File: config.mk
export PLATFORM = sky130hd
export DESIGN_NAME = move_cmd_sched
export DESIGN_NICKNAME = d
export VERILOG_FILES = /design/src/rtl/vga_game_pkg.sv /design/src/rtl/cmd_fifo.sv /design/src/rtl/move_cmd_sched.sv
export SDC_FILE = /design/constraint.sdc
export NUM_CORES = 1
export LEC_CHECK = 0
export BUFFER_PORTS_ARGS = -buffer_cell sky130_fd_sc_hd__buf_2
export CAP_MARGIN = 15
export CORE_UTILIZATION = 38
export CTS_CLUSTER_SIZE = 16
export DETAILED_ROUTE_END_ITERATION = 12
export GPL_TIMING_DRIVEN = 0
export PLACE_DENSITY = 0.58
export REMOVE_ABC_BUFFERS = 1
export SYNTH_ARGS = -nofsm -noshare
export SYNTH_HDL_FRONTEND = slang
export SYNTH_SLANG_ARGS = --single-unit
File: constraint.sdc
create_clock -name clk -period 3.07 [get_ports clk]
set_input_delay 0.614 -clock clk [delete_from_list [all_inputs] [get_ports clk]]
set_output_delay 0.614 -clock clk [all_outputs]
set_load 0.01 [all_outputs]
File: src/rtl/vga_game_pkg.sv
// Shared definitions for the VGA block game: screen geometry, scheduler
// state encoding and the move-direction type.
package vga_game_pkg;

  // 800x600 active area (40 MHz pixel clock timing); vga_ctrl uses these too.
  localparam int unsigned H_ACTIVE = 800;
  localparam int unsigned V_ACTIVE = 600;

  typedef enum logic [1:0] {
    S_IDLE,
    S_LOAD,
    S_WAIT_FRAME,
    S_STEP
  } sched_state_t;

  // bit0 = +x, bit1 = +y; both set is a diagonal move.
  typedef logic [1:0] dir_t;

endpackage

File: src/rtl/cmd_fifo.sv
// Small synchronous FIFO with simultaneous push/pop and registered
// full/empty flags. Read data is show-ahead (head entry always visible).
// A push into a full FIFO is accepted only when a pop happens in the same cycle.
module cmd_fifo #(
  parameter int unsigned WIDTH = 2,
  parameter int unsigned DEPTH = 4
) (
  input  logic             clk,
  input  logic             rst_n,
  input  logic             push,
  input  logic [WIDTH-1:0] wdata,
  input  logic             pop,
  output logic [WIDTH-1:0] rdata,
  output logic             full,
  output logic             empty
);

  localparam int unsigned AW = $clog2(DEPTH);
  localparam int unsigned CW = AW + 1;

  logic [WIDTH-1:0] mem_q [DEPTH];
  logic [AW-1:0]    wr_ptr_q, wr_ptr_d;
  logic [AW-1:0]    rd_ptr_q, rd_ptr_d;
  logic [CW-1:0]    count_q, count_d;
  logic             full_q, full_d;
  logic             empty_q, empty_d;
  logic             do_push, do_pop;

  // Accept/consume decisions and next-state pointers/flags.
  always_comb begin
    do_pop   = pop && !empty_q;
    do_push  = push && (!full_q || do_pop);
    wr_ptr_d = do_push ? wr_ptr_q + AW'(1) : wr_ptr_q;
    rd_ptr_d = do_pop  ? rd_ptr_q + AW'(1) : rd_ptr_q;
    count_d  = count_q + CW'(do_push) - CW'(do_pop);
    full_d   = (count_d == CW'(DEPTH));
    empty_d  = (count_d == '0);
  end

  // Pointer, count and flag registers.
  always_ff @(posedge clk or negedge rst_n) begin
    if (!rst_n) begin
      wr_ptr_q <= '0;
      rd_ptr_q <= '0;
      count_q  <= '0;
      full_q   <= 1'b0;
      empty_q  <= 1'b1;
    end else begin
      wr_ptr_q <= wr_ptr_d;
      rd_ptr_q <= rd_ptr_d;
      count_q  <= count_d;
      full_q   <= full_d;
      empty_q  <= empty_d;
    end
  end

  // Storage array; contents are don't-care until written, so no reset.
  always_ff @(posedge clk) begin
    if (do_push) mem_q[wr_ptr_q] <= wdata;
  end

  assign rdata = mem_q[rd_ptr_q];
  assign full  = full_q;
  assign empty = empty_q;

endmodule

File: src/rtl/move_cmd_sched.sv
// Frame-synchronous block movement scheduler. Key pulses are queued as move
// commands and each is animated PIX_PER_FRAME pixels per frame until STEP
// pixels have elapsed. Owns the block position registers.
// Build option: MOVE_SCHED_CLAMP_EN saturates the position at the screen edge
// instead of wrapping it to 0.
module move_cmd_sched #(
  parameter int unsigned H_ACTIVE      = vga_game_pkg::H_ACTIVE,
  parameter int unsigned V_ACTIVE      = vga_game_pkg::V_ACTIVE,
  parameter int unsigned BLK_W         = 40,
  parameter int unsigned BLK_H         = 40,
  parameter int unsigned STEP          = 40,
  parameter int unsigned PIX_PER_FRAME = 4,
  parameter int unsigned INIT_X        = 380,
  parameter int unsigned INIT_Y        = 280,
  parameter int unsigned FIFO_DEPTH    = 4
) (
  input  logic       clk,
  input  logic       rst_n,
  input  logic       key_flag1,
  input  logic       key_flag2,
  input  logic       frame_start,
  output logic [9:0] blk_x,
  output logic [9:0] blk_y,
  output logic       moving,
  output logic       fifo_full,
  output logic [7:0] drop_cnt
);

  import vga_game_pkg::*;

  localparam int unsigned REM_W = $clog2(STEP + 1);
  localparam int unsigned X_MAX = H_ACTIVE - BLK_W;
  localparam int unsigned Y_MAX = V_ACTIVE - BLK_H;
`ifdef MOVE_SCHED_CLAMP_EN
  localparam logic [9:0] X_OVF = 10'(X_MAX);
  localparam logic [9:0] Y_OVF = 10'(Y_MAX);
`else
  localparam logic [9:0] X_OVF = '0;
  localparam logic [9:0] Y_OVF = '0;
`endif

  sched_state_t     state_q, state_d;
  dir_t             dir_q, dir_d;
  logic [REM_W-1:0] rem_q, rem_d;
  logic [9:0]       x_q, x_d;
  logic [9:0]       y_q, y_d;
  logic             moving_q, moving_d;
  logic [7:0]       drop_q, drop_d;
  logic [10:0]      nx, ny;
  logic             push, pop;
  dir_t             fifo_dout;
  logic             fifo_is_full, fifo_is_empty;

  assign push = key_flag1 || key_flag2;

  cmd_fifo #(
    .WIDTH (2),
    .DEPTH (FIFO_DEPTH)
  ) u_cmd_fifo (
    .clk   (clk),
    .rst_n (rst_n),
    .push  (push),
    .wdata ({key_flag2, key_flag1}),
    .pop   (pop),
    .rdata (fifo_dout),
    .full  (fifo_is_full),
    .empty (fifo_is_empty)
  );

  // Scheduler next-state, position stepping and drop accounting.
  always_comb begin
    state_d = state_q;
    dir_d   = dir_q;
    rem_d   = rem_q;
    x_d     = x_q;
    y_d     = y_q;
    drop_d  = drop_q;
    pop     = 1'b0;
    // 11-bit sums so a step past 1023 cannot alias back into range.
    nx      = {1'b0, x_q} + 11'(PIX_PER_FRAME);
    ny      = {1'b0, y_q} + 11'(PIX_PER_FRAME);

    unique case (state_q)
      S_IDLE: begin
        if (!fifo_is_empty) begin
          pop     = 1'b1;
          dir_d   = fifo_dout;
          rem_d   = REM_W'(STEP);
          state_d = S_LOAD;
        end
      end
      S_LOAD: state_d = S_WAIT_FRAME;
      S_WAIT_FRAME: begin
        if (frame_start) state_d = S_STEP;
      end
      S_STEP: begin
        if (dir_q[0]) x_d = (nx > 11'(X_MAX)) ? X_OVF : nx[9:0];
        if (dir_q[1]) y_d = (ny > 11'(Y_MAX)) ? Y_OVF : ny[9:0];
        rem_d   = rem_q - REM_W'(PIX_PER_FRAME);
        state_d = (rem_q == REM_W'(PIX_PER_FRAME)) ? S_IDLE : S_WAIT_FRAME;
      end
      default: state_d = S_IDLE;
    endcase

    if (push && fifo_is_full && !pop && (drop_q != 8'hFF)) drop_d = drop_q + 8'd1;

    moving_d = (state_d != S_IDLE);
  end

  // Scheduler state and registered outputs.
  always_ff @(posedge clk or negedge rst_n) begin
    if (!rst_n) begin
      state_q  <= S_IDLE;
      dir_q    <= '0;
      rem_q    <= '0;
      x_q      <= 10'(INIT_X);
      y_q      <= 10'(INIT_Y);
      moving_q <= 1'b0;
      drop_q   <= '0;
    end else begin
      state_q  <= state_d;
      dir_q    <= dir_d;
      rem_q    <= rem_d;
      x_q      <= x_d;
      y_q      <= y_d;
      moving_q <= moving_d;
      drop_q   <= drop_d;
    end
  end

  assign blk_x     = x_q;
  assign blk_y     = y_q;
  assign moving    = moving_q;
  assign fifo_full = fifo_is_full;
  assign drop_cnt  = drop_q;

endmodule

# Word-level counts from Yosys, hierarchy flattened
# Memories as Yosys holds them, arrays and structs flattened. A register that Yosys moved wholly into a read port is not among the register bits.
# Cells that the tools add are included.
# classes
add_sub_neg	8
n_lt_le_gt_ge	2
eq_ne	7
n_mux	12
n_bitwise	1
n_reduce_logical	19
# ops
cell	count
$add 10x3->11 const B	2
$gt 11x10->1 const B	2
$mux 10	2
$pmux 6 s2	1
$add 8x1->8 const B	1
$ne 8x8->1 const B	1
$pmux 2 s4	1
$reduce_and 2->1	4
$eq 6x3->1 const B	1
$mux 2	3
$mux 6	1
$sub 6x3->6 const B	1
$logic_and 1x1->1	5
$add 2x1->2 const B	2
$eq 2x2->1 const B	2
$logic_not 1->1	4
$mux 1	4
$reduce_bool 2->1	2
$add 3x1->3	1
$eq 3x3->1 const B	1
$logic_not 3->1	1
$sub 3x1->3	1
$eq 2x1->1 const B	1
$logic_not 2->1	1
3 further kinds	4
# totals
register_bits	46
ramBits	8
inputBits	5
word_cells	61
mem_count	1
# memory_table
name	depth	width	read_ports	rd_ports_with_merged_regs	wr	line_no	source
u_cmd_fifo.mem_q	4	2	1	1	1	cmd_fifo.sv:21	logic [WIDTH-1:0] mem_q [DEPTH];

# Longest topological paths before layout
# logic_depth
word_depth	8
depth_mapped	11

# Cells and area by module
# Synthesis repeated with hierarchy kept, for this count alone.
# hier_totals
cells_unflattened	252
hier_area_um2	2680.1
# modules_own_cells
mod	instances	cells_per_inst	area_each_um2	seq_area_each_um2
move_cmd_sched	1	204	1905.6	837.1
cmd_fifo	1	48	774.5	466.7

# Least setup slack after synthesis
# OpenSTA, ideal clock, no wires.
# synth_path
kind	flip-flop to flip-flop
startpoint	register state_q[0]
endpoint	register u_cmd_fifo.full_q, in the netlist u_cmd_fifo.full
t_arrival_ns	2.402
required_time_ns	2.982
setup_slack_ns	0.580
stages_incl_launch_ff	12
synth_period_minus_slack_ns	2.490
cell_sequence	dfrtp_1 -> buf_2 -> or2_2 -> nor2_2 -> ha_1 -> inv_1 -> ha_1 -> inv_1 -> fa_1 -> xnor2_1 -> xnor2_1 -> nor3b_1
# synth_between
elab_chain_len	8
# synth_rtl
element	line_no	source
start: declaration	move_cmd_sched.sv:42	sched_state_t state_q, state_d;
start signal: assignment	move_cmd_sched.sv:121	state_q <= state_d;
$logic_not 2->1 (*)	move_cmd_sched.sv:83	unique case (state_q)
$mux 1 (*)	move_cmd_sched.sv:83	
via pop	move_cmd_sched.sv:50	logic push, pop;
$logic_and 1x1->1 (*)	cmd_fifo.sv:31	do_pop = pop && !empty_q;
$logic_or 1x1->1	cmd_fifo.sv:32	do_push = push && (!full_q || do_pop);
$logic_and 1x1->1	cmd_fifo.sv:32	
$add 3x1->3	cmd_fifo.sv:35	count_d = count_q + CW'(do_push) - CW'(do_pop);
$sub 3x1->3 (*)	cmd_fifo.sv:35	
via u_cmd_fifo.count_d[2]	cmd_fifo.sv:24	logic [CW-1:0] count_q, count_d;
$eq 3x3->1 (*)	cmd_fifo.sv:36	full_d = (count_d == CW'(DEPTH));
via u_cmd_fifo.full_d	cmd_fifo.sv:25	logic full_q, full_d;
end signal: assignment	cmd_fifo.sv:52	full_q <= full_d;
end: declaration	cmd_fifo.sv:25	
# Mark *: on every way through the listed nets, which the timed path passes. The rest lies on a longest branch.
# A chain may end at the register's enable or synchronous reset.

# Final worst setup path
# Same ends and word-level chain as after synthesis.

==> impl_metrics.toml <==
[placement]
port-buffer-count = 30
place_hpwl_mm = 3.68
placedInstanceArea_um2 = 3020
globalplace.congestion = 0.870

[drt]
detailroute.wirelength.met2_mm = 2.41
wl_met3_um = 189
route.detailed.drc = 0
viasPerCell = 5.24
dr_total_vias = 2084
avgRoutedWirePerCell_um = 13.3
routed_wirelength_mm = 5.31
first_pass_iters = 5
final_antenna_net_count = 0
drt-initial-drc-count = 61
met1_length_mm = 2.65
routed.top_layer = "met4"

[logic_synthesis]
synth_cells = 274
yosys-mux-area-fraction_pct = 3.65
synth_simple_gate_area_share_pct = 18.3
portion_of_the_post_synthesis_area_used_by_sequential_elements_pct = 46.4
syn-cell-area_um2 = 2810
synth_edf_count = 8
synth_compound_area_share_pct = 15.6
yosysWarningCount = 0
ys_ff_latch = 50
synth-adder-area-share_pct = 6.51
synthFlopType = "dfrtp_1"
post_synth_xor_area_fraction_pct = 4.68
synthesis.area_per_instance_um2 = 10.2
postSynth.asyncResetShare_pct = 84.0
largest_family_of_logic_cells_by_synthesized_area = "simple AND/OR/NAND/NOR gates"
synth.lib_cells_used.distinct = 62

[pwr]
vdd_ir_drop_max_mv = 0.401
powerDensity_nw_per_um2 = 854
p_switching_mw = 1.03
p_leak_nw = 1.33
power_frac_comb_pct = 37.1
internal_pwr_total_mw = 1.64
swShare_pct = 38.5
power.share.sequential_pct = 45.2
share_clk_of_total_power_pct = 17.7

[global_route]
grt_pass1_vias = 1878
overflow = 0
global_route.usage.total_pct = 15.3
grt_first_pass_wirelength_mm = 9.09
initial_antenna_violation_count = 0
grt_start_max_net_pins = 43

[floorplanning]
rows = 30
floorplan.core_area_um2 = 6980
die_area_um2 = 7740
fp.dieW_um = 88.0
vertical_die_dimension_um = 88.0
floorplan.initialDensity_pct = 40.2
io-pin-count = 35

[cts]
tritoncts = "yes"
clock_latency_ps = 310
cts_hold_fix_bufs = 0
htree_num_levels = 2
clock_sink_count = 50
cts_post_setup_buffers_inserted = 0
cts-root-to-sink-buffers = 2
number_of_clock_buffers_inserted_by_tritoncts = 5
cts_root_buf = "clkbuf_8"
cts_resized = 0
path_clk_slew_ps = 90

[timing]
timing.setup.tns_ps = 0
finalCriticalPeriod_ps = 2760
slew_headroom_pct = 35.7
final-max-slew-violation-count = 0
setup_violators_final = 0
timing.final.hold_violations = 0
timing.fmax_mhz = 362
timing.final.crit_share_pct = 90.0
tightestPinTransition_ps = 965
rsz0062_at_grt = "false"
clock-skew-final_ps = 6.97

[layout]
layout-drive-gt1-share_pct = 21.2
final_cell_mix = "dfrtp_1, buf_2, nand2_1, nor2_1"
area_delta_synth_final_pct = 11.5
antenna_cells_inserted = 0
layout.cells.most_common = "dfrtp_1"
post-route-cell-area_um2 = 3130
final_core_utilization_pct = 44.8
nets = 320

[min_path]
worstHoldPathType = "in -> async"

[worst_setup_path]
worstPathArrival_ps = 2980
cp_data_required_time_ps = 3290
end_kind = "flop"
reg2regPathDepth = 10
timing_worst_setup_path_type = "reg -> reg"
worstSetupStartpointType = "flop"
crit_fanout = 12

[job]
max_cap_viol_count = 0

[run_status]
outcome = "finished clean"
==> registers in the layout, summed over array words and instances (netlist names), 3 cells and up <==
register            flops
blk_x                   8
rem_q                   4
drop_cnt                8
u_cmd_fifo.mem_q        8
blk_y                   8
u_cmd_fifo.count_q      3
==> Yosys cell counts, drive strengths merged (8+ instances only) <==
library cell | number | area (um2)
o21ai | 16 | 83.8
a21oi | 8 | 40.0
nor2 | 20 | 77.6
nand2 | 21 | 78.8
buf | 8 | 52.6
dfrtp | 32 | 801
nor3 | 9 | 45.0
ha | 13 | 163
inv | 16 | 60.1
nand3 | 16 | 80.1
dfstp | 10 | 263
edfxtp | 8 | 240
xnor2 | 11 | 96.3
==> layout make-up <==
cell class                      instances  area, um2
Inverter                               16       60.1
Clock inverter                          2       38.8
Tap cell                               96        120
Multi-Input combinational cell        198       1380
Sequential cell                        50       1300
Clock buffer                            6       72.6
Timing Repair Buffer                   30        150
Fill cell                             703       3850
==> power by group through the flow <==
stage | clock network, mW | registers (mW) | logic [mW]
3_5_place_dp | 0 | 1.22 | 1.00
4_1_cts | 0.490 | 1.21 | 1.01
2_1_floorplan | 0 | 1.20 | 0.711
5_1_grt | 0.523 | 1.26 | 1.12
3_3_place_gp | 0 | 1.21 | 0.981
6_report | 0.472 | 1.21 | 0.992
==> stage by stage <==
| step | power [mW] | cells | setup WS [ps] | hold slack, ps |
|---|---|---|---|---|
| after floorplan | 1.91 | 264 | 628 | 318 |
| after global routing | 2.90 | 398 | 142 | 519 |
| final | 2.67 | 398 | 307 | 445 |
| after detailed placement | 2.23 | 390 | 326 | 488 |
| after CTS | 2.71 | 398 | 297 | 496 |
| after global placement | 2.19 | 390 | 365 | 481 |
==> critical path, cell delays in order (launching register included) <==
cell and delay, ps:
dfrtp_1 510, or2_2 400, nor2_2 280, ha_1 290, inv_1 60, ha_1 120
inv_1 50, fa_1 370, xnor2_1 150, xnor2_1 240, nor3b_1 210
==> path summary, 6_finish.rpt <==
path	startpoint	end	slack [ps]
worst min-delay path	rst_n	blk_y[7]	450
min in group clk	blk_y[3]	blk_y[3]	500
worst max-delay path	state_q[0]	u_cmd_fifo.full	310
worst max register to register	state_q[0]	u_cmd_fifo.full	310
worst min register to register	blk_y[3]	blk_y[3]	500
max in group asynchronous	rst_n	u_cmd_fifo.full	2020
==> metal layers <==
layer	track usage, %	vias up
met4	5.07	0
li1	-	1033
met5	0	-
met1	21.1	1011
met2	23.3	36
met3	3.96	4
==> kinds of logic after synthesis <==
group | after synthesis
other cells | 1
compound gates | 60
buf+inv | 29
flops | 50
fa+ha+maj | 14
xor+xnor | 15
mux | 7
simple gates | 98
No activity file was read; power rests on OpenSTA's default activity.
